File: config.mk
export PLATFORM = sky130hd
export DESIGN_NAME = fft_bank_wr_ctrl
export DESIGN_NICKNAME = d
export VERILOG_FILES = /design/src/rtl/fft_bank_wr_ctrl.sv
export SDC_FILE = /design/constraint.sdc
export NUM_CORES = 1
export LEC_CHECK = 0
export BUFFER_PORTS_ARGS = -buffer_cell sky130_fd_sc_hd__buf_2
export CAP_MARGIN = 20
export CORE_MARGIN = 1
export CORE_UTILIZATION = 56
export DETAILED_ROUTE_END_ITERATION = 12
export PLACE_DENSITY = 0.93
export SYNTH_ARGS = -nofsm -noshare
export SYNTH_HDL_FRONTEND = slang
export SYNTH_SLANG_ARGS = --single-unit
File: constraint.sdc
create_clock -name iCLK -period 4.65 [get_ports iCLK]
set_input_delay 0.465 -clock iCLK [delete_from_list [all_inputs] [get_ports iCLK]]
set_output_delay 0.465 -clock iCLK [all_outputs]
set_load 0.01 [all_outputs]
File: src/rtl/fft_bank_wr_ctrl.sv
// Write-side controller for the radix-4 in-place FFT memory: mixer rotation select plus
// registered per-bank write addresses. Define FFT_WR_DIT_EN for DIT digit ordering (default DIF).
module fft_bank_wr_ctrl #(
  parameter  int unsigned N_LOG2  = 8,
  localparam int unsigned ADDR_W  = N_LOG2 - 2,
  localparam int unsigned S       = N_LOG2 / 2,
  localparam int unsigned STAGE_W = (S > 1) ? $clog2(S) : 1
) (
  input  logic               iCLK,
  input  logic               iRESET,
  input  logic               iSTART,
  input  logic               iVALID,
  output logic [1:0]         oSEL,
  output logic               oWE,
  output logic [ADDR_W-1:0]  oADDR0,
  output logic [ADDR_W-1:0]  oADDR1,
  output logic [ADDR_W-1:0]  oADDR2,
  output logic [ADDR_W-1:0]  oADDR3,
  output logic [STAGE_W-1:0] oSTAGE,
  output logic               oBUSY,
  output logic               oDONE
);

  typedef enum logic [1:0] {IDLE, RUN, LAST} state_e;

  state_e              state_q, state_d;
  logic [STAGE_W-1:0]  s_q, s_d;
  logic [ADDR_W-1:0]   b_q, b_d;
  logic                we_q, we_d;
  logic                done_q, done_d;
  logic                busy_q, busy_d;
  logic [ADDR_W-1:0]   addr_q [4];
  logic [ADDR_W-1:0]   addr_d [4];
  logic [ADDR_W-1:0]   addr_c [4];
  logic [1:0]          base_c;
  logic [STAGE_W-1:0]  p_c;
  logic                last_c;

  // Insert base-4 digit k into b at digit position p, then drop the bank-select digit.
  function automatic logic [ADDR_W-1:0] bank_addr(input logic [ADDR_W-1:0] b,
                                                  input logic [1:0] k,
                                                  input logic [STAGE_W-1:0] p);
    logic [N_LOG2-1:0] bw;
    logic [N_LOG2-1:0] kw;
    logic [N_LOG2-1:0] lo_mask;
    logic [N_LOG2-1:0] n;
    logic [STAGE_W:0]  sh;
    sh      = {p, 1'b0};
    bw      = N_LOG2'(b);
    kw      = N_LOG2'(k);
    lo_mask = ~({N_LOG2{1'b1}} << sh);
    n       = (((bw >> sh) << 2) << sh) | (kw << sh) | (bw & lo_mask);
    return ADDR_W'(n >> 2);
  endfunction

`ifdef FFT_WR_DIT_EN
  assign p_c = s_q;
`else
  assign p_c = STAGE_W'(S - 1) - s_q;
`endif

  // Rotation base is the base-4 digit sum of the butterfly index, mod 4.
  always_comb begin
    base_c = 2'b00;
    for (int unsigned i = 0; i < S - 1; i++) begin
      base_c = base_c + b_q[2*i +: 2];
    end
  end

  always_comb begin
    for (int unsigned j = 0; j < 4; j++) begin
      addr_c[j] = bank_addr(b_q, 2'(j) - base_c, p_c);
    end
  end

  assign last_c = (s_q == STAGE_W'(S - 1)) && (&b_q);

  always_ff @(posedge iCLK) begin
    if (iRESET) begin
      state_q <= IDLE;
      s_q     <= '0;
      b_q     <= '0;
      we_q    <= 1'b0;
      done_q  <= 1'b0;
      busy_q  <= 1'b0;
      addr_q  <= '{default: '0};
    end else begin
      state_q <= state_d;
      s_q     <= s_d;
      b_q     <= b_d;
      we_q    <= we_d;
      done_q  <= done_d;
      busy_q  <= busy_d;
      addr_q  <= addr_d;
    end
  end

  always_comb begin
    state_d = state_q;
    s_d     = s_q;
    b_d     = b_q;
    we_d    = 1'b0;
    done_d  = 1'b0;
    addr_d  = addr_q;
    case (state_q)
      IDLE: begin
        if (iSTART) begin
          state_d = RUN;
          s_d     = '0;
          b_d     = '0;
        end
      end
      RUN: begin
        if (iVALID) begin
          we_d   = 1'b1;
          addr_d = addr_c;
          b_d    = b_q + 1'b1;
          if (last_c) begin
            done_d  = 1'b1;
            state_d = LAST;
          end else if (&b_q) begin
            s_d = s_q + 1'b1;
          end
        end
      end
      LAST:    state_d = IDLE;
      default: state_d = IDLE;
    endcase
    busy_d = (state_d != IDLE);
  end

  assign oSEL   = base_c;
  assign oWE    = we_q;
  assign oADDR0 = addr_q[0];
  assign oADDR1 = addr_q[1];
  assign oADDR2 = addr_q[2];
  assign oADDR3 = addr_q[3];
  assign oSTAGE = s_q;
  assign oBUSY  = busy_q;
  assign oDONE  = done_q;

endmodule

* Word-level counts from Yosys, hierarchy flattened
Cells that the tools add are included.
** Cells by class
- Add/sub/neg operators :: 9
- Equal/unequal tests :: 6
- Shift-type cells :: 7
- Multiplexer cells :: 14
- Bitwise logic cells :: 12
- Reduce and logical (&&, ||, !) cells :: 10
** Operators with widths (count)
- 8-bit OR :: 8
- 2-bit by 3-bit << shifter with 8-bit output :: 4
- 2-bit two-way mux :: 7
- 6-bit two-way mux :: 2
- 6-bit one-hot mux with 2 select lines :: 1
- 6-bit by 8-bit bitwise AND with 8-bit output :: 1
- 2-bit inequality test, second input constant :: 4
- 8-bit NOT :: 1
- 2-bit one-hot mux with 2 select lines :: 2
- 8-bit by 3-bit << shifter with 8-bit output :: 1
- 8-bit by 3-bit << shifter with 8-bit output, first input constant :: 1
- 6-bit by 1-bit adder with 6-bit output, second input constant :: 1
- 6-bit AND reduction :: 1
- 6-bit by 3-bit >> shifter with 6-bit output :: 1
- 2-bit subtractor, first input constant :: 3
- 5-bit AND reduction :: 1
- 2-bit adder :: 2
- 2-bit nonzero test :: 2
- 1-bit by 2-bit subtractor with 2-bit output, first input constant :: 2
- 3-bit AND reduction :: 1
- 3-bit OR reduction :: 1
- 2-bit by 1-bit adder with 2-bit output, second input constant :: 1
- 2-bit by 1-bit equality test with 1-bit output, second input constant :: 1
- 2-bit equality test, second input constant :: 1
- 6 further kinds :: 8
** Word-level totals
- Register bits after elaboration :: 37
- Bits of input ports :: 4
- Output and inout port bits :: 31
- Logic and storage cells :: 68

* Logic depth before layout (Yosys ltp)
Gate-level depths: netlist of run 1.
- Word-level depth :: 6
- Mapped depth :: 6
- Gate-level depth less buffers :: 6

* Worst setup path before layout of run 1
OpenSTA, ideal clock, no wires.
- Path type :: register -> output
- Start :: register b_q[0]
- End :: output oSEL[1]
- Arrival time :: 1469 ps
- Required time :: 4185 ps
- Path slack :: 2716 ps
- Stages on the path, launching flop included :: 5
- Path buffers :: 0
- Cell sequence :: dfxtp_1 fa_1 xnor2_4 xnor2_1 inv_1
** Between the ends
- Cells in the longest elaborated chain, start to end :: 2
** Ends and longest elaborated chain
- start: declaration :: RTL line 28 : logic [ADDR_W-1:0] b_q, b_d;
- start signal: assignment :: RTL line 82 : b_q <= '0;
- start signal: assignment :: RTL line 90 : b_q <= b_d;
- 2-bit adder (2 in a row) :: RTL line 66 : base_c = base_c + b_q[2*i +: 2];
- end: declaration :: RTL line 13 : output logic [1:0] oSEL,
Every way passes these cells.

* Final worst setup path of run 1
Ends and elaborated chain as after synthesis.

==> impl_metrics.yaml, run 1 <==
run_status:
  status: "completed"
logic_synthesis:
  syn-cell-area_um2: 1510
  synth_ff_type: "dfxtp_1"
  synth_top_family_by_area: "simple AND/OR/NAND/NOR gates"
  yosys.area.top_type: "dfxtp_1"
  yosysWarnings: 0
  ys_types: 40
  synth-xor-area-share: 0.0828
  yosys.area.top_type_share: 0.411
  synth_nets: 184
  yosys-top-cells-area: "dfxtp_1 (41%), nor2_1 (6.7%), a21oi_1 (5.0%)"
  synth_fa_ha_area_frac: 0.0381
  synth.mux.area_fraction: 0.0141
  yosysSeqAreaShare: 0.411
  synth_edf_count: 0
  ys_ff_latch: 31
  avgSynthCellArea_um2: 8.59
  synth-simple-area-share: 0.219
  synth_compound_area_frac: 0.159
  synthCells: 176
  async_flop_share: 0
drt:
  vias: 1305
  vias_per_cell: 5.63
  drt_wl_total_um: 3000
  wl_per_cell_um: 12.9
  drc: 0
  final_antenna_net_count: 0
  dr.pass1.iters: 4
  drtIter0Drc: 42
floorplan:
  pin_count: 35
  initial_core_util: 0.599
  core_region_area_um2: 2520
  core.rowCount: 18
  dieArea_um2: 2910
  die_h_um: 54.0
  die_w_um: 54.0
worst_setup_path:
  cp-end-kind: "primary output"
  crit_buf_inv: 2
  crit_family: "XOR/XNOR gates"
  cp_slowest_stage_delay_ns: 0.52
  crit_chain: "fa_1 > xnor2_4 > xnor2_1 > inv_1 > buf_2"
  arrival_ns: 2.11
  r2r_slack_ns: 2.59
  crit_fanout: 7
  slowest_stage: "fa_1"
  startpoint_type: "flop"
  worstSetupPathType: "reg -> out"
  critPathRequiredTime_ns: 4.18
cts:
  postCtsSetupBuffers: 0
  ctsRootBufferMaster: "clkbuf_4"
  clock_sinks: 31
  clk_pin_slew_worst_paths_ns: 0.09
  clk_latency_ns: 0.33
  htree_num_levels: 2
  cts_resized: 0
  cts_buffer_depth: 2
  postCtsHoldBufs: 0
  cts_inserted_buffers: 5
  cts_tree: "yes"
global_routing:
  gr-max-usage-layer: "met2"
  grtUsageMet3: 0.0706
  first_global_vias: 1042
  grt_pass1_wl_um: 4710
  grt_use_total: 0.233
  grt_max_degree: 28
  antenna_found_initial: 0
  grtUsageMet2: 0.350
  grt-ovfl-total: 0
  grt_util_met1: 0.308
timing:
  finalHoldViolations: 0
  maxSlewHeadroom: 0.497
  rsz0062_at_grt: "no"
  fin_crit_sh: 0.555
  fin_tns_setup_ns: 0
  worstMarginPinSlew_ns: 0.755
  period_minus_slack_ns: 2.58
  clock_skew_ns: 0.00583
  finalMaxSlewViolations: 0
  fmax_ghz: 0.388
  setup_viol: 0
  setup_ws_ns: 2.07
final_layout:
  nets: 209
  n_antenna_cell: 0
  syn2layout_area_growth_pct: 11.9
  layout-drive-gt1-share: 0.228
power:
  ir_drop_mv: 0.395
  power.leakage_nw: 0.744
  power_density_nw_per_um2: 306
placement:
  dp_slack_ns: 2.43
  gp_congestion: 0.858
  io_buffers: 34
  dp.final_hpwl_um: 2180
flow_run:
  drv_cap: 0
min_path:
  hold_path_class: "reg -> reg"
[routing by layer]
layer	wire [um]	up-vias	share of wire
met2	1340	39	0.45
met3	175	6	0.058
met5	0	-	0
met4	34	0	0.011
met1	1450	608	0.48
li1	-	652	-
[registers in the layout, summed over array words and instances, names as in the netlist]
name     count
oWE          1
b_q          6
state_q      2
oADDR2       3
oADDR1       6
oADDR0       6
oBUSY        1
oADDR3       3
oDONE        1
oSTAGE       2
[worst reg2reg max path, stage by stage (launching register included)]
cell and delay [ns]:
dfxtp_1 0.48, fa_1 0.56, inv_1 0.14, xnor3_1 0.47, a21oi_1 0.20, nor3_1 0.08
[power breakdown]
part	leakage [nW]	internal, mW	total (mW)	switching, mW
clock	0.0386	0.0889	0.175	0.0865
sequential	0.253	0.276	0.283	0.00722
combinational	0.453	0.0242	0.0588	0.0346
[cell families (layout without fill, tap and decap cells)]
family                     count (synthesis)  after routing
xor gates and xnor gates                   9              9
AOI/OAI and AO/OA                         37             37
and+or+nand+nor                           72             72
adders and majority gates                  4              4
muxes                                      2              2
buffers and inverters                     21             47
DFF                                       31             31
[layout by cell type, fill, tap and decap left out, drive strengths merged, types with 2 or more instances in the layout]
cell,n
xnor3,2
a22oi,2
o21ai,5
inv,5
buf,34
nor2,27
dfxtp,31
nor3,12
nand2,17
a311oi,5
nor2b,2
a211oi,2
a21oi,16
nand3,2
clkbuf,8
ha,3
a21o,2
nor4,2
and3,2
nand2b,2
nand3b,2
xnor2,6
[layout make-up]
class                      count  area [um^2]
clock buffer                   8         68.8
multi-input combinational    124          776
inverter                       5         18.8
sequential                    31          621
tap                           30         37.5
timing repair buffer          34          170
fill                         213          831
[path summary, 6_finish.rpt]
| kind | startpoint | end | cells past startpoint |
|---|---|---|---|
| worst max-delay path | b_q[0]$_SDFFE_PP0P_ | oSEL[1] | 5 |
| worst min-delay path | oADDR1[5]$_SDFFE_PP0P_ | oADDR1[5]$_SDFFE_PP0P_ | 2 |
| worst min register to register | oADDR1[5]$_SDFFE_PP0P_ | oADDR1[5]$_SDFFE_PP0P_ | 2 |
| worst max register to register | b_q[4]$_SDFFE_PP0P_ | oADDR0[1]$_SDFFE_PP0P_ | 5 |
[through the flow]
step | area [um^2] | utilization | cells | hold slack [ns] | total power [mW]
2_1_floorplan | 1510 | - | 176 | 0.476 | 0.333
3_3_place_gp | 1620 | 0.643 | 224 | 0.443 | 0.347
3_5_place_dp | 1620 | 0.643 | 224 | 0.445 | 0.348
4_1_cts | 1690 | 0.671 | 232 | 0.461 | 0.521
5_1_grt | 1690 | 0.671 | 232 | 0.493 | 0.543
6_report | 1690 | 0.671 | 232 | 0.461 | 0.518
[Yosys cell counts (3+ instances only)]
cell type	n
nor3_1	12
o21ai_0	5
nor2_1	27
a311oi_1	5
nand2_1	17
clkbuf_1	3
inv_1	5
xnor2_1	5
ha_1	3
dfxtp_1	31
a21oi_1	15
buf_2	5
buf_4	6
No activity file was read; power rests on OpenSTA's default activity.
==> run 2: changes to the inputs <==
Settings changed: ABC_AREA from default to 1, CORE_UTILIZATION 56 to 52, PLACE_DENSITY 0.93 to 0.88.
Clock period 4.65 ns to 2.6 ns, I/O delays scaled along.
==> run 2 against run 1 <==
Effect of this change: utilization fell by 5.2 points; worst hold slack got worse by 0.29 ns; sequential share of layout area is essentially flat; critical endpoint unchanged; largest cell class unchanged.
==> impl_metrics.yaml, run 2 <==
timing:
  clock_skew_ns: 0.0125
  period_minus_slack_ns: 2.00
  setup_viol: 0
  finalMaxSlewViolations: 0
  rsz0062_at_grt: "no"
  fin_tns_setup_ns: 0
  fin_crit_sh: 0.771
  fmax_ghz: 0.499
  maxSlewHeadroom: 0.618
  setup_ws_ns: 0.596
  finalHoldViolations: 0
  worstMarginPinSlew_ns: 0.574
min_path:
  hold_path_class: "in -> reg"
  hold_path_end: "oADDR1[5]$_SDFFE_PP0P_"
  min_from: "iRESET"
  hold_depth: 2
cts:
  ctsRootBufferMaster: "clkbuf_4"
  htree_num_levels: 2
  postCtsHoldBufs: 0
  cts_resized: 0
  clk_latency_ns: 0.33
  postCtsSetupBuffers: 0
  clock_sinks: 31
  cts_inserted_buffers: 5
  clk_pin_slew_worst_paths_ns: 0.09
  cts_tree: "yes"
  cts_buffer_depth: 2
global_routing:
  first_global_vias: 1175
  grt-ovfl-total: 0
  antenna_found_initial: 0
  grtUsageMet2: 0.320
  gr-max-usage-layer: "met2"
  grtUsageMet3: 0.0558
  grt_use_total: 0.208
  grt_pass1_wl_um: 5090
  grt_util_met1: 0.276
  grt_max_degree: 25
worst_setup_path:
  r2r_cells: 4
  r2r_start: "oSTAGE[1]$_SDFFE_PP0P_"
  crit_fanout: 5
  r2r_end: "oADDR2[3]$_SDFFE_PP0P_"
  arrival_ns: 1.74
  r2r_slack_ns: 0.72
  worstSetupPathType: "reg -> out"
  startpoint_type: "flop"
  cp-end-kind: "primary output"
  critPathRequiredTime_ns: 2.34
logic_synthesis:
  synth.mux.area_fraction: 0
  synth-simple-area-share: 0.254
  synth_top_family_by_area: "simple AND/OR/NAND/NOR gates"
  yosysWarnings: 0
  avgSynthCellArea_um2: 7.62
  yosys.area.top_type: "dfxtp_1"
  yosys.area.top_type_share: 0.415
  ys_types: 29
  synthTopCellsByCount: "nand2_1 (35), dfxtp_1 (31), a21oi_1 (24), o21ai_0 (18)"
  synth_edf_count: 0
  synth_fa_ha_area_frac: 0.0385
  synth_ff_type: "dfxtp_1"
  yosys-top-cells-area: "dfxtp_1 (42%), nand2_1 (8.8%), a21oi_1 (8.0%)"
  synth_compound_area_frac: 0.190
  yosysMostFrequentCell: "nand2_1"
  synthCells: 196
  syn-cell-area_um2: 1490
  ys_ff_latch: 31
  synth-xor-area-share: 0.00586
  yosysSeqAreaShare: 0.415
  synth_nets: 204
  async_flop_share: 0
final_layout:
  fill_cells: 235
  final_cell_mix: "nand2_1 (35), buf_2 (34), dfxtp_1 (31)"
  n_antenna_cell: 0
  layout-drive-gt1-share: 0.270
  final_cells: 257
  layout_commonest_cell: "nand2_1"
  nets: 234
  syn2layout_area_growth_pct: 13.1
power:
  ir_drop_mv: 0.440
  power_density_nw_per_um2: 557
  power.leakage_nw: 0.794
placement:
  dp_slack_ns: 0.808
  dp_cells: 250
  gp_congestion: 0.863
  io_buffers: 34
  dp.final_hpwl_um: 2130
drt:
  drtIter0Drc: 41
  drc: 0
  vias: 1359
  dr.pass1.iters: 5
  drt_wl_total_um: 2940
  vias_per_cell: 5.29
  wl_per_cell_um: 11.4
  final_antenna_net_count: 0
floorplan:
  die_h_um: 55.6
  core_region_area_um2: 2730
  initial_core_util: 0.546
  core.rowCount: 19
  die_w_um: 55.6
  pin_count: 35
  dieArea_um2: 3090
run_status:
  status: "completed"
flow_run:
  drv_cap: 0
## run 2: cell count changes after synthesis, sizes merged, moves of 3 or more
cell    before  now
a21oi       16   25
a311oi       5    0
nor2        27   18
inv          5   19
a31oi        0    3
nor3        12    3
nand2       17   42
buf         13    8
xnor2        6    1
o21ai        5   18
nand3        2   11
## run 2: where the power goes
| part | total [mW] | internal (mW) | switching, mW |
|---|---|---|---|
| sequential | 0.517 | 0.499 | 0.0187 |
| clock | 0.281 | 0.125 | 0.155 |
| combinational | 0.143 | 0.0514 | 0.0919 |
## run 2: area by class of cell
| type | count | area (um^2) | area share |
|---|---|---|---|
| Clock buffer | 6 | 51.3 | 0.0303 |
| Inverter | 20 | 75.1 | 0.0444 |
| Timing Repair Buffer | 34 | 170 | 0.101 |
| Sequential cell | 31 | 621 | 0.367 |
| Multi-Input combinational cell | 134 | 729 | 0.432 |
| Clock inverter | 1 | 5.00 | 0.00296 |
| Tap cell | 31 | 38.8 | 0.0229 |
## run 2: through the flow
step | area (um^2) | util | power, mW | hold WS [ns]
3_3_place_gp | 1630 | 0.598 | 0.669 | 0.451
3_5_place_dp | 1630 | 0.598 | 0.671 | 0.456
6_report | 1690 | 0.618 | 0.941 | 0.172
2_1_floorplan | 1490 | - | 0.631 | 0.326
5_1_grt | 1690 | 0.618 | 0.984 | 0.190
4_1_cts | 1690 | 0.618 | 0.942 | 0.171
## run 2: worst max-delay path by stage
stage | startpoint | endpoint | slack [ns] | depth (start not counted)
after floorplan | b_q[0]$_SDFFE_PP0P_ | oADDR0[3]$_SDFFE_PP0P_ | 0.99 | 11
after global placement | oSTAGE[1]$_SDFFE_PP0P_ | oADDR2[3]$_SDFFE_PP0P_ | 0.81 | 4
after detailed placement | oSTAGE[1]$_SDFFE_PP0P_ | oADDR0[3]$_SDFFE_PP0P_ | 0.81 | 4
after CTS | b_q[0]$_SDFFE_PP0P_ | oSEL[1] | 0.58 | 7
after global routing | b_q[0]$_SDFFE_PP0P_ | oSEL[1] | 0.45 | 7
final | b_q[0]$_SDFFE_PP0P_ | oSEL[1] | 0.60 | 7
## run 2: cell families (layout without fill, tap and decap cells)
kind of cell               Yosys count  count (layout)
and+or+nand+nor                     78              78
AOI/OAI and AO/OA                   51              51
DFF                                 31              31
buffers and inverters               31              61
adders and majority gates            4               4
xor gates and xnor gates             1               1
## run 2: worst max-delay path, cell delays in order (launching register included)
cell and delay (ns):
dfxtp_1 0.37, fa_1 0.49, inv_1 0.08, nand2_1 0.04, nand2_1 0.06, nand2_1 0.08, nand2_2 0.14, buf_2 0.15
## run 2: metal layers
metal  part of all wire  wire [um]  vias up
met4              0.013         38        0
met2               0.46       1350       50
met3              0.057        167        5
met5                  0          0        -
li1                   -          -      698
met1               0.47       1380      606
==> run 3: changes to the inputs <==
Settings changed: CORE_UTILIZATION 52 to 47, PLACE_DENSITY 0.88 to 0.84.
Clock period 2.6 ns to 1.78 ns, I/O delays scaled along.
==> run 3 against run 2 <==
Effect of this change: clock skew shrank 0.0012 ns; critical endpoint is now oSEL[0]; wire length rose by 6.7%; largest cell class unchanged; flip-flop and latch count is the same; critical path type unchanged; cell count grew 9.7%; utilization shrank 1.4 points; die area increased by 10%.
==> impl_metrics.yaml, run 3 (synthesized netlist as in run 2, its figures left out) <==
worst_setup_path:
  crit_buf_inv: 2
  crit_family: "adder cells"
  cp_slowest_stage_delay_ns: 0.60
  critPathRequiredTime_ns: 1.60
  arrival_ns: 1.53
  crit_chain: "fa_2 > buf_4 > buf_2"
  crit_fanout: 4
  cp-end-kind: "primary output"
  worstSetupPathType: "reg -> out"
  startpoint_type: "flop"
  slowest_stage: "fa_2"
placement:
  dp_slack_ns: 0.0979
  io_buffers: 34
  dp_cells: 273
  dp.final_hpwl_um: 2360
  gp_congestion: 0.883
timing:
  rsz0062_at_grt: "yes"
  finalMaxSlewViolations: 0
  period_minus_slack_ns: 1.71
  setup_ws_ns: 0.0691
  worstMarginPinSlew_ns: 0.651
  fmax_ghz: 0.584
  hold_slack_ns: 0.100
  setup_viol: 0
  maxSlewHeadroom: 0.566
  finalHoldViolations: 0
  fin_crit_sh: 0.961
  clock_skew_ns: 0.0112
drt:
  dr.pass1.iters: 4
  vias: 1402
  drt_wl_total_um: 3140
  drtIter0Drc: 47
  vias_per_cell: 4.97
  final_antenna_net_count: 0
  drc: 0
  wl_per_cell_um: 11.1
global_routing:
  grtUsageMet3: 0.0527
  grt_util_met1: 0.261
  antenna_found_initial: 0
  grt-ovfl-total: 0
  first_global_vias: 1245
  gr-max-usage-layer: "met2"
  grt_max_degree: 13
  grt_pass1_wl_um: 5290
  grtUsageMet2: 0.332
  grt_use_total: 0.202
floorplan:
  die_w_um: 58.4
  dieArea_um2: 3410
  pin_count: 35
  core.rowCount: 20
  core_region_area_um2: 3030
  die_h_um: 58.4
  initial_core_util: 0.493
final_layout:
  syn2layout_area_growth_pct: 22.4
  seq_area_um2: 623
  n_antenna_cell: 0
  final_cells: 282
  fill_cells: 266
  final_cell_mix: "buf_2 (33), nand2_1 (32), dfxtp_1 (29)"
  layout-drive-gt1-share: 0.349
  layout_commonest_cell: "buf_2"
  multi_input_area_um2: 767
  nets: 245
cts:
  cts_buffer_depth: 2
  clk_pin_slew_worst_paths_ns: 0.09
  clock_sinks: 31
  cts_tree: "yes"
  clk_latency_ns: 0.32
  cts_inserted_buffers: 5
  ctsRootBufferMaster: "clkbuf_4"
  postCtsHoldBufs: 0
  htree_num_levels: 2
power:
  power_density_nw_per_um2: 746
  p_total_mw: 1.36
  power.leakage_nw: 0.854
  ir_drop_mv: 0.372
min_path:
  hold_path_class: "in -> reg"
run_status:
  status: "completed"
flow_run:
  drv_cap: 0
-- run 3: changes by cell type in the layout (fill, tap and decap cells not counted), sizes merged --
cell | before | now
inv | 19 | 20
clkbuf | 6 | 7
clkinv | 2 | 1
buf | 34 | 45
-- run 3: power by group --
| part | switching, mW | total [mW] | internal (mW) | leakage [nW] |
|---|---|---|---|---|
| Sequential | 0.0173 | 0.746 | 0.729 | 0.254 |
| Clock | 0.221 | 0.374 | 0.154 | 0.0293 |
| Combinational | 0.153 | 0.244 | 0.0918 | 0.571 |
| Total | 0.390 | 1.36 | 0.974 | 0.854 |
-- run 3: final timing paths --
kind | start | to | slack (ns) | depth (start not counted)
max | b_q[4]$_SDFFE_PP0P_ | oSEL[0] | 0.07 | 3
min | iRESET | oADDR2[5]$_SDFFE_PP0P_ | 0.10 | 2
max reg2reg | b_q[4]$_SDFFE_PP0P_ | oADDR2[5]$_SDFFE_PP0P_ | 0.10 | 11
min reg2reg | b_q[0]$_SDFFE_PP0P_ | b_q[0]$_SDFFE_PP0P_ | 0.48 | 1
-- run 3: layout make-up --
| type | instances | share of cell area |
|---|---|---|
| multi-input cells | 134 | 0.419 |
| flip-flops and latches | 31 | 0.341 |
| repair buffers | 45 | 0.142 |
| inverters | 20 | 0.0410 |
| well taps | 44 | 0.0301 |
| clock buffers | 7 | 0.0246 |
| clock inverters | 1 | 0.00274 |
-- run 3: stage by stage --
stage | util | setup TNS, ns | instance area (um^2)
floorplan | - | 0 | 1490
CTS | 0.590 | 0 | 1790
global route | 0.604 | -0.134 | 1830
global placement | 0.570 | 0 | 1730
detailed placement | 0.570 | 0 | 1730
finish | 0.604 | 0 | 1830
-- run 3: repair_timing --
item / CTS / global route
setup endpoints to repair: 1 / 9
gates resized for setup: 2 / 12
pin swaps: 1 / 5
setup buffers: 1 / 0
-- run 3: metal layers --
metal  share of wire  vias up
li1                -      727
met4          0.0080        0
met2            0.49       31
met1            0.46      642
met5               0        -
met3           0.045        2
